<file path="config.mk">
export PLATFORM = sky130hd
export DESIGN_NAME = frame_capture_packed
export DESIGN_NICKNAME = d
export VERILOG_FILES = /design/src/rtl/frame_capture_pkg.sv /design/src/rtl/frame_capture_pixel_packer.sv /design/src/rtl/frame_capture_packed.sv
export SDC_FILE = /design/constraint.sdc
export NUM_CORES = 1
export LEC_CHECK = 0
export CAP_MARGIN = 20
export CELL_PAD_IN_SITES_DETAIL_PLACEMENT = 2
export CELL_PAD_IN_SITES_GLOBAL_PLACEMENT = 2
export CORE_MARGIN = 2
export CORE_UTILIZATION = 35
export CTS_CLUSTER_DIAMETER = 200
export DETAILED_ROUTE_END_ITERATION = 10
export PLACE_DENSITY = 0.76
export SLEW_MARGIN = 10
export SYNTH_ARGS = -nofsm -noshare
export SYNTH_HDL_FRONTEND = slang
export SYNTH_SLANG_ARGS = --single-unit
</file>
<file path="constraint.sdc">
create_clock -name s00_axis_aclk -period 4.5 [get_ports s00_axis_aclk]
set_clock_uncertainty 0.2 [all_clocks]
set_input_delay 0.45 -clock s00_axis_aclk [delete_from_list [all_inputs] [get_ports s00_axis_aclk]]
set_output_delay 0.45 -clock s00_axis_aclk [all_outputs]
set_load 0.02 [all_outputs]
</file>
<file path="src/rtl/frame_capture_pkg.sv">
// Shared types and helpers for the binarized frame capture block.
package frame_capture_pkg;

  // Capture FSM states
  typedef enum logic [1:0] {
    ST_IDLE     = 2'd0,
    ST_WAIT_SOF = 2'd1,
    ST_CAPTURE  = 2'd2
  } state_e;

  // Bit positions inside the sticky error vector
  localparam int ERR_SHORT = 0;
  localparam int ERR_LONG  = 1;
  localparam int ERR_SOF   = 2;
  localparam int ERR_N     = 3;

  // Number of packed BRAM words per video line
  function automatic int words_per_line(input int width, input int pack_w);
    return width / pack_w;
  endfunction

endpackage

</file>
<file path="src/rtl/frame_capture_pixel_packer.sv">
// Packs single-bit pixels into PACK_W-bit words. Pixel k of a word lands at
// bit k; a flush emits a partial word with the unused upper bits zero.
module frame_capture_pixel_packer #(
  parameter int PACK_W = 32
) (
  input  logic              clk_i,
  input  logic              rst_ni,
  input  logic              shift_i,
  input  logic              pix_i,
  input  logic              clear_i,
  input  logic              flush_i,
  output logic              full_o,
  output logic              word_vld_o,
  output logic [PACK_W-1:0] word_o
);

  localparam int CNT_W = (PACK_W > 1) ? $clog2(PACK_W) : 1;

  logic [PACK_W-1:0] pack_q, pack_d, pack_base, merged, word_q, word_d;
  logic [CNT_W-1:0]  cnt_q, cnt_d, cnt_base;
  logic              vld_q, vld_d;

  // Merge the incoming pixel and decide whether a word is complete this beat
  always_comb begin
    pack_base = clear_i ? '0 : pack_q;
    cnt_base  = clear_i ? '0 : cnt_q;
    merged    = pack_base;
    merged[cnt_base] = pix_i;
    full_o    = shift_i && ((cnt_base == CNT_W'(PACK_W - 1)) || flush_i);
    pack_d    = pack_base;
    cnt_d     = cnt_base;
    word_d    = word_q;
    vld_d     = 1'b0;
    if (shift_i) begin
      if (full_o) begin
        word_d = merged;
        vld_d  = 1'b1;
        pack_d = '0;
        cnt_d  = '0;
      end else begin
        pack_d = merged;
        cnt_d  = cnt_base + 1'b1;
      end
    end
  end

  // Pack register, fill count and one-cycle output word strobe
  always_ff @(posedge clk_i or negedge rst_ni) begin
    if (!rst_ni) begin
      pack_q <= '0;
      cnt_q  <= '0;
      word_q <= '0;
      vld_q  <= 1'b0;
    end else begin
      pack_q <= pack_d;
      cnt_q  <= cnt_d;
      word_q <= word_d;
      vld_q  <= vld_d;
    end
  end

  assign word_vld_o = vld_q;
  assign word_o     = word_q;

endmodule

</file>
<file path="src/rtl/frame_capture_packed.sv">
// Captures one binarized frame from an AXI4-Stream pixel bus into the QR
// decoder's frame BRAM, PACK_W pixels per word, with line-length checking,
// SOF resynchronisation and sticky error flags.
module frame_capture_packed
  import frame_capture_pkg::*;
#(
  parameter int DATA_W  = 32,
  parameter int PIX_BIT = 0,
  parameter int WIDTH   = 320,
  parameter int HEIGHT  = 240,
  parameter int PACK_W  = 32,
  parameter int ADDR_W  = 12
) (
  input  logic              s00_axis_aclk,
  input  logic              s00_axis_aresetn,
  input  logic              s00_axis_tvalid,
  input  logic              s00_axis_tlast,
  input  logic              s00_axis_tuser,
  input  logic [DATA_W-1:0] s00_axis_tdata,
  output logic              s00_axis_tready,
  input  logic              start_capture,
  input  logic              continuous,
  input  logic              err_clear,
  output logic [ADDR_W-1:0] m00_bram_addr,
  output logic [PACK_W-1:0] m00_bram_data,
  output logic              m00_bram_we,
  output logic              busy,
  output logic              frame_done,
  output logic              err_short_line,
  output logic              err_long_line,
  output logic              err_early_sof
);

  localparam int COL_W  = (WIDTH  > 1) ? $clog2(WIDTH)  : 1;
  localparam int LINE_W = (HEIGHT > 1) ? $clog2(HEIGHT) : 1;
  localparam int WPL    = words_per_line(WIDTH, PACK_W);

  state_e             state_q, state_d;
  logic [COL_W-1:0]   col_q, col_d, col_eff;
  logic [LINE_W-1:0]  line_q, line_d, line_eff;
  logic [ADDR_W-1:0]  base_q, base_d, base_eff;
  logic [ADDR_W-1:0]  wptr_q, wptr_d, wptr_eff;
  logic [ADDR_W-1:0]  addr_q, addr_d;
  logic               drop_q, drop_d, drop_eff;
  logic               done_q, done_d;
  logic               busy_q;
  logic               tready_q;
  logic [ERR_N-1:0]   err_q, err_set;
  logic               sof, capt, line_end;
  logic               pk_shift, pk_clear, pk_flush, pk_full, pk_vld;
  logic [PACK_W-1:0]  pk_word;
  logic               unused_tdata;

  assign unused_tdata = ^s00_axis_tdata;

  frame_capture_pixel_packer #(
    .PACK_W (PACK_W)
  ) u_packer (
    .clk_i      (s00_axis_aclk),
    .rst_ni     (s00_axis_aresetn),
    .shift_i    (pk_shift),
    .pix_i      (s00_axis_tdata[PIX_BIT]),
    .clear_i    (pk_clear),
    .flush_i    (pk_flush),
    .full_o     (pk_full),
    .word_vld_o (pk_vld),
    .word_o     (pk_word)
  );

  // FSM, column/line tracking and line-length error detection. A SOF beat
  // (first one, or an early one mid-frame) is handled by zeroing the
  // effective position and then treating it as an ordinary pixel (0,0).
  always_comb begin
    state_d  = state_q;
    col_d    = col_q;
    line_d   = line_q;
    base_d   = base_q;
    drop_d   = drop_q;
    done_d   = 1'b0;
    err_set  = '0;
    sof      = 1'b0;
    capt     = 1'b0;
    line_end = 1'b0;
    pk_shift = 1'b0;
    pk_clear = 1'b0;
    pk_flush = 1'b0;
    col_eff  = col_q;
    line_eff = line_q;
    base_eff = base_q;
    wptr_eff = wptr_q;
    drop_eff = drop_q;

    case (state_q)
      ST_IDLE: begin
        if (start_capture || continuous) state_d = ST_WAIT_SOF;
      end
      ST_WAIT_SOF: begin
        if (s00_axis_tvalid && s00_axis_tuser) begin
          sof     = 1'b1;
          capt    = 1'b1;
          state_d = ST_CAPTURE;
        end
      end
      ST_CAPTURE: begin
        if (s00_axis_tvalid) begin
          capt = 1'b1;
          if (s00_axis_tuser) begin
            sof              = 1'b1;
            err_set[ERR_SOF] = 1'b1;
          end
        end
      end
      default: state_d = ST_IDLE;
    endcase

    if (sof) begin
      col_eff  = '0;
      line_eff = '0;
      base_eff = '0;
      wptr_eff = '0;
      drop_eff = 1'b0;
      pk_clear = 1'b1;
    end

    if (capt) begin
      col_d  = col_eff;
      line_d = line_eff;
      base_d = base_eff;
      drop_d = drop_eff;
      if (drop_eff) begin
        line_end = s00_axis_tlast;
      end else begin
        pk_shift = 1'b1;
        if (s00_axis_tlast) begin
          line_end = 1'b1;
          if (col_eff != COL_W'(WIDTH - 1)) begin
            err_set[ERR_SHORT] = 1'b1;
            pk_flush           = 1'b1;
          end
        end else if (col_eff == COL_W'(WIDTH - 1)) begin
          err_set[ERR_LONG] = 1'b1;
          drop_d            = 1'b1;
          col_d             = '0;
        end else begin
          col_d = col_eff + 1'b1;
        end
      end
      if (line_end) begin
        col_d  = '0;
        drop_d = 1'b0;
        base_d = base_eff + ADDR_W'(WPL);
        if (line_eff == LINE_W'(HEIGHT - 1)) begin
          line_d  = '0;
          done_d  = 1'b1;
          state_d = continuous ? ST_WAIT_SOF : ST_IDLE;
        end else begin
          line_d = line_eff + 1'b1;
        end
      end
    end
  end

  // Word address generation: latch the address of each completed word and
  // realign the write pointer to the next line start on every line end.
  always_comb begin
    addr_d = addr_q;
    wptr_d = wptr_eff;
    if (pk_full) begin
      addr_d = wptr_eff;
      wptr_d = wptr_eff + 1'b1;
    end
    if (line_end) wptr_d = base_eff + ADDR_W'(WPL);
  end

  // Control, counter, address and error state registers
  always_ff @(posedge s00_axis_aclk or negedge s00_axis_aresetn) begin
    if (!s00_axis_aresetn) begin
      state_q  <= ST_WAIT_SOF;
      col_q    <= '0;
      line_q   <= '0;
      base_q   <= '0;
      wptr_q   <= '0;
      addr_q   <= '0;
      drop_q   <= 1'b0;
      done_q   <= 1'b0;
      busy_q   <= 1'b0;
      tready_q <= 1'b0;
      err_q    <= '0;
    end else begin
      state_q  <= state_d;
      col_q    <= col_d;
      line_q   <= line_d;
      base_q   <= base_d;
      wptr_q   <= wptr_d;
      addr_q   <= addr_d;
      drop_q   <= drop_d;
      done_q   <= done_d;
      busy_q   <= (state_d != ST_IDLE);
      tready_q <= 1'b1;
      err_q    <= (err_q & ~{ERR_N{err_clear}}) | err_set;
    end
  end

  assign s00_axis_tready = tready_q;
  assign m00_bram_addr   = addr_q;
  assign m00_bram_data   = pk_word;
  assign m00_bram_we     = pk_vld;
  assign busy            = busy_q;
  assign frame_done      = done_q;
  assign err_short_line  = err_q[ERR_SHORT];
  assign err_long_line   = err_q[ERR_LONG];
  assign err_early_sof   = err_q[ERR_SOF];

endmodule

</file>
Word-level counts from Yosys, hierarchy flattened
Cells that the tools add are included.
{"block": "totals", "out_inout_bits": 51, "register_bits": 132, "input_bits": 40}
{"block": "op_classes", "n_addsub": 5, "n_eq_ne": 6, "n_lt_le_gt_ge": 2, "reduce_logical": 8, "bitwise_logic": 3, "muxes": 59}
{"op": "32-bit 2-to-1 mux", "count": 3}
{"op": "12-bit 2-to-1 mux", "count": 5}
{"op": "9-bit 2-to-1 mux", "count": 5}
{"op": "32-bit bitwise mux", "count": 1}
{"op": "1-bit 2-to-1 mux", "count": 28}
{"op": "8-bit 2-to-1 mux", "count": 3}
{"op": "5-bit 2-to-1 mux", "count": 3}
{"op": "2-bit 2-to-1 mux", "count": 7}
{"op": "12-bit by 1-bit adder with 12-bit output, second input constant", "count": 1}
{"op": "12-bit by 4-bit adder with 12-bit output, second input constant", "count": 1}
{"op": "9-bit by 1-bit adder with 9-bit output, second input constant", "count": 1}
{"op": "9-bit equality test, second input constant", "count": 1}
{"op": "9-bit != test, second input constant", "count": 1}
{"op": "8-bit by 1-bit adder with 8-bit output, second input constant", "count": 1}
{"op": "8-bit equality test, second input constant", "count": 1}
{"op": "5-bit by 6-bit < comparator with 1-bit output, second input constant", "count": 1}
{"op": "2-bit one-hot mux with 3 select lines", "count": 1}
{"op": "5-bit by 1-bit adder with 5-bit output, second input constant", "count": 1}
{"op": "1-bit demux with 5-bit select", "count": 1}
{"op": "5-bit equality test, second input constant", "count": 1}
{"op": "5-bit by 1-bit >= comparator with 1-bit output, second input constant", "count": 1}
{"op": "1-bit one-hot mux with 2 select lines", "count": 2}
{"op": "3-bit bitwise AND", "count": 1}
{"op": "1-bit logical AND", "count": 3}
{"op": "8 further kinds", "count": 9}

Depth between registers and ports, before layout
Gate-level depths: netlist of the first run.
{"block": "logic_depth", "word_depth": 13, "mapped_depth": 20, "mapped_depth_nobuf": 15}

Hierarchy
A second synthesis of the first run with hierarchy kept.
{"block": "unflattened", "hier_cells": 709, "hier_area_um2": 6802.8}
{"mod": "frame_capture_pixel_packer", "cells_per_inst": 342, "seq_area_each_um2": 1751.7, "area_per_inst_um2": 3414.5, "n_inst": 1}
{"mod": "frame_capture_packed", "cells_per_inst": 367, "seq_area_each_um2": 1552.7, "area_per_inst_um2": 3388.2, "n_inst": 1}

Worst setup path after synthesis of the first run
OpenSTA, ideal clock, no wires.
{"block": "synth_path", "kind": "register -> register", "from": "register state_q[0]", "to": "register u_packer.word_q[18] (netlist: u_packer.word_o[18])", "n_path_buf": 5, "period_less_slack_ns": 3.977, "stages_incl_launch_ff": 20, "arrival_ns": 3.652, "setup_time_ns": 0.125, "path_slack_ns": 0.523, "path_cell_list": "dfstp_2 > inv_1 > ha_1 > buf_2 > o2111ai_1 > clkbuf_1 > nand2_1 > inv_1 > ha_1 > clkbuf_1 > nand3_1 > nor2_1 > ha_1 > or2_2 > o41ai_4 > or2_1 > buf_6 > inv_4 > buf_6 > mux2_4"}
{"block": "synth_via", "elab_chain_len": 11, "elab_cells_between_ends": 26}
{"item": "from (decl)", "line_no": "frame_capture_packed.sv:38", "rtl": "state_e state_q, state_d;"}
{"item": "from (signal assigned)", "line_no": "frame_capture_packed.sv:190", "rtl": "state_q <= state_d;"}
{"item": "parallel branches: the longest is 11 deep, another holds 5-bit by 6-bit < comparator with 1-bit output"}
{"item": "to (signal assigned)", "line_no": "frame_capture_pixel_packer.sv:57", "rtl": "word_q <= word_d;"}
{"item": "to (decl)", "line_no": "frame_capture_pixel_packer.sv:19", "rtl": "logic [PACK_W-1:0] pack_q, pack_d, pack_base, merged, word_q, word_d;"}
Several ways; the timed one is not identified.
A chain may end at the register's enable or synchronous reset.

Worst setup path in the final report of the first run
{"block": "layout_path", "from": "register state_q[0]", "to": "register u_packer.pack_q[5]"}
{"block": "layout_via", "elab_chain_len": 12, "elab_cells_between_ends": 27}
{"item": "parallel branches: the longest is 11 deep, another holds 5-bit by 6-bit < comparator with 1-bit output"}
{"item": "32-bit 2-to-1 mux (*)", "line_no": "frame_capture_pixel_packer.sv:34", "rtl": "if (shift_i) begin"}
{"item": "via u_packer.pack_d[5]", "line_no": "frame_capture_pixel_packer.sv:19"}
{"item": "to (signal assigned)", "line_no": "frame_capture_pixel_packer.sv:55", "rtl": "pack_q <= pack_d;"}
{"item": "to (decl)", "line_no": "frame_capture_pixel_packer.sv:19"}
Mark *: on every way through the listed nets, which the timed path passes.

==> results of run 1 <==
-- synthesized netlist by cell type, types with 5 or more instances --
cell type / number / share of area [%]
a21boi_0: 5 / 0.55
a21oi_1: 25 / 1.8
a22o_1: 28 / 3.6
and2_1: 8 / 0.73
buf_2: 9 / 0.65
clkbuf_1: 31 / 1.7
dfrtp_1: 131 / 48
ha_1: 13 / 2.4
inv_1: 18 / 0.98
mux2_2: 8 / 1.3
mux2_4: 18 / 3.9
mux2i_1: 12 / 1.7
nand2_1: 114 / 6.2
nand3_1: 44 / 3.2
nand4_1: 12 / 1.1
nor2_1: 32 / 1.7
nor2b_1: 8 / 0.73
nor3_1: 13 / 0.94
nor4_1: 7 / 0.64
o21ai_0: 39 / 2.8
o22ai_1: 10 / 0.91
o31ai_1: 13 / 1.4
xnor2_1: 17 / 2.2
xor2_1: 13 / 1.7
-- cells by family after synthesis --
logic type,Yosys count,synth area share (%)
muxes,38,6.98
AOI/OAI and AO/OA,153,15.5
and+or+nand+nor,268,18.9
buffers and inverters,68,4.40
other,1,0.0544
xor gates and xnor gates,30,3.81
adders and majority gates,13,2.36
DFF,132,48.0
-- power by group through the flow --
stage / Combinational (mW) / Sequential, mW / Clock, mW
CTS: 1.05 / 1.44 / 1.52
detailed placement: 1.03 / 1.46 / 0
global placement: 0.979 / 1.45 / 0
floorplan: 0.623 / 1.47 / 0
finish: 1.04 / 1.44 / 1.49
global route: 1.15 / 1.46 / 1.57
-- area by class of cell --
class / instances / area, µm²
fill: 2090 / 11000
multi-input combinational: 503 / 3300
inverter: 19 / 73.8
sequential: 132 / 3300
timing repair buffer: 79 / 797
clock buffer: 24 / 502
clock inverter: 8 / 121
tap: 265 / 332
-- registers in the layout (all words and copies together) (netlist names), 2 cells and up --
register,cells
m00_bram_addr,12
wptr_q,12
u_packer.word_o,32
u_packer.pack_q,32
u_packer.cnt_q,5
line_q,8
col_q,9
state_q,2
base_q,12
err_q,3
-- worst paths after layout --
kind	to	slack, ns	cells after the start
max	u_packer.pack_q[5]$_DFF_PN0_	0.33	14
min	u_packer.pack_q[23]$_DFF_PN0_	0.28	2
max reg2reg	u_packer.pack_q[5]$_DFF_PN0_	0.33	14
min reg2reg	u_packer.pack_q[23]$_DFF_PN0_	0.28	2
max in group asynchronous	state_q[0]$_DFF_PN1_	3.06	3
min in group asynchronous	u_packer.word_o[21]$_DFFE_PN0P_	0.30	2
-- per-stage QoR --
step	util, %	instances	cell area, µm²	setup WS [ns]	power [mW]
after global routing	43.4	1030	8430	0.0509	4.18
after global placement	40.0	995	7750	0.547	2.43
after CTS	43.2	1027	8380	0.287	4.01
final	43.4	1030	8430	0.327	3.97
after detailed placement	40.0	995	7750	0.360	2.49
after floorplan	-	703	6890	0.523	2.10
-- worst reg2reg max path: cells and delay by family (launching register included) --
family	cells	cell delay, ns
compound gates	3	1.10
buf+inv	3	0.37
fa+ha+maj	3	0.92
flops	1	0.56
simple gates	5	0.95
-- per-layer routing --
layer	up-vias	wire, µm	track usage (%)
met1	2981	8960	26.3
met4	0	327	6.64
met3	29	618	4.34
met5	-	0	0
li1	2591	-	-
met2	84	11400	39.6
==> summary.md, run 1 <==
| Metric | Value |
|---|---|
| Run status | `completed` |
| Cell repeated most along the worst path | `ha_1` |
| Critical path origin | `state_q[0]$_DFF_PN1_` |
| Worst Path Buf+Inv | `3` |
| Worst Max-Slew Pin Slew | `0.756 ns` |
| Seq pwr share | `36.3%` |
| First-pass GRT wire length | `35200 µm` |
| Slew Limit Fails | `0` |
| Mapped Area | `6890 µm²` |
| RSZ-0062 raised after global routing | `false` |
| Die Width | `144 µm` |
| Worst hold path type | `flop to flop` |
| Critical path startpoint category | `flop` |
| Clock share of power | `37.6%` |
| Final setup viols | `0` |
| Antenna Diode Count | `0` |
| # clock sinks | `132` |
| DRT Wirelength | `21300 µm` |
| CP max-delay cell | `dfstp_2` |
| Port-buffer cells | `59` |
| Initial core utilization | `35.5%` |
| Syn Nets | `756` |
| Worst rel slew slack | `49.6%` |
| Worst Path Arrival | `4.34 ns` |
| DRC Markers | `0` |
| Final min period | `4.17 ns` |
| Resize count post-CTS | `0` |
| Max_cap viols | `0` |
| Top Ports | `91` |
| CP Cell Sequence | `inv_1, ha_1, o2111ai_2, nand2_1, inv_1, ha_1, nand3_1, nor2_1, ha_1, a41oi_1, nand2_2, nor2_4, buf_12, a22o_1` |
| Post-DP HPWL | `13600 µm` |
| CTS tree | `built` |
| Vias per cell | `5.52` |
| Power share of the combinational group | `26.1%` |
| Final Cycle Share | `92.7%` |
| CTS root buf | `clkbuf_16` |
| CTS buffer count | `17` |
| P&R area growth vs syn | `22.4%` |
| Clock buffer depth | `2` |
| Most frequent cells in the layout | `dfrtp_1, nand2_1, clkdlybuf4s50_1` |
| Fmax | `240 MHz` |
| Die height | `144 µm` |
| Commonest non-fill, non-tap cell in the layout | `dfrtp_1` |
| Hold Path Origin | `u_packer.pack_q[23]$_DFF_PN0_` |
| Layout cells sized above 1 | `12.2%` |
| CP required | `4.67 ns` |
| Nets@finish | `805` |
| CP max stage delay | `0.56 ns` |
| Post-synth EDFFs | `0` |
| Switch share | `33.5%` |
| Sw Pwr | `1.33 mW` |
| Power per cell area | `471 nW/µm²` |
| Via count | `5685` |
| Core area | `19400 µm²` |
| Fin Setup TNS | `0 ns` |
| Total iterations of the first detailed-routing run | `7` |
| Crit. End Element | `flop` |
| Number of synthesized register bits | `132` |
| Final hold violations | `0` |
| Post-route ant nets | `0` |
| Avg Synthesized Cell Area | `9.80 µm²` |
| Peak supply drop | `0.250 mV` |
| RePlAce Congestion | `0.770` |
| DRT iter0 DRCs | `250` |
| Tot GR Track Use | `21.9%` |
| Clk Latency, worst-skew pair | `0.44 ns` |
| Hold_buf cts | `0` |
| WHS | `0.283 ns` |
| Fraction of the yosys area taken by sequential cells | `48.0%` |
| Synth unique cells | `68` |
| Top delay family on crit path | `compound AO/OA/AOI/OAI gates` |
| Synth Warn # | `0` |
| Largest net degree at the start of global routing | `110` |
| Post-synth ARST share | `100%` |
| Primary FF master, synth | `dfrtp_1` |
| GR Overflow Total | `0` |
| Leak pwr | `3.64 nW` |
| Worst Setup Path Type | `flop to flop` |
| Cells after synthesis | `703` |
| Rows | `51` |
| Antenna violations before repair | `0` |
| Post-CTS Setup Inserts | `0` |
| Routed len/inst | `20.7 µm` |
| Crit Path Max Fanout | `27` |
| Clk slew on worst S/H paths | `0.06 ns` |
| Number of global-route vias before repair | `6503` |
| Die area | `20800 µm²` |
| H-tree depth | `4` |
| Cell-internal power | `2.64 mW` |
| Reg-to-Reg Start | `state_q[0]$_DFF_PN1_` |
(Power assumes the default switching activity.)
==> inputs of run 2 (changes only) <==
Settings changed: CTS_CLUSTER_SIZE set to 25.
==> results of run 2 <==
The final DEF is identical to that of run 1; final timing and power are the same.
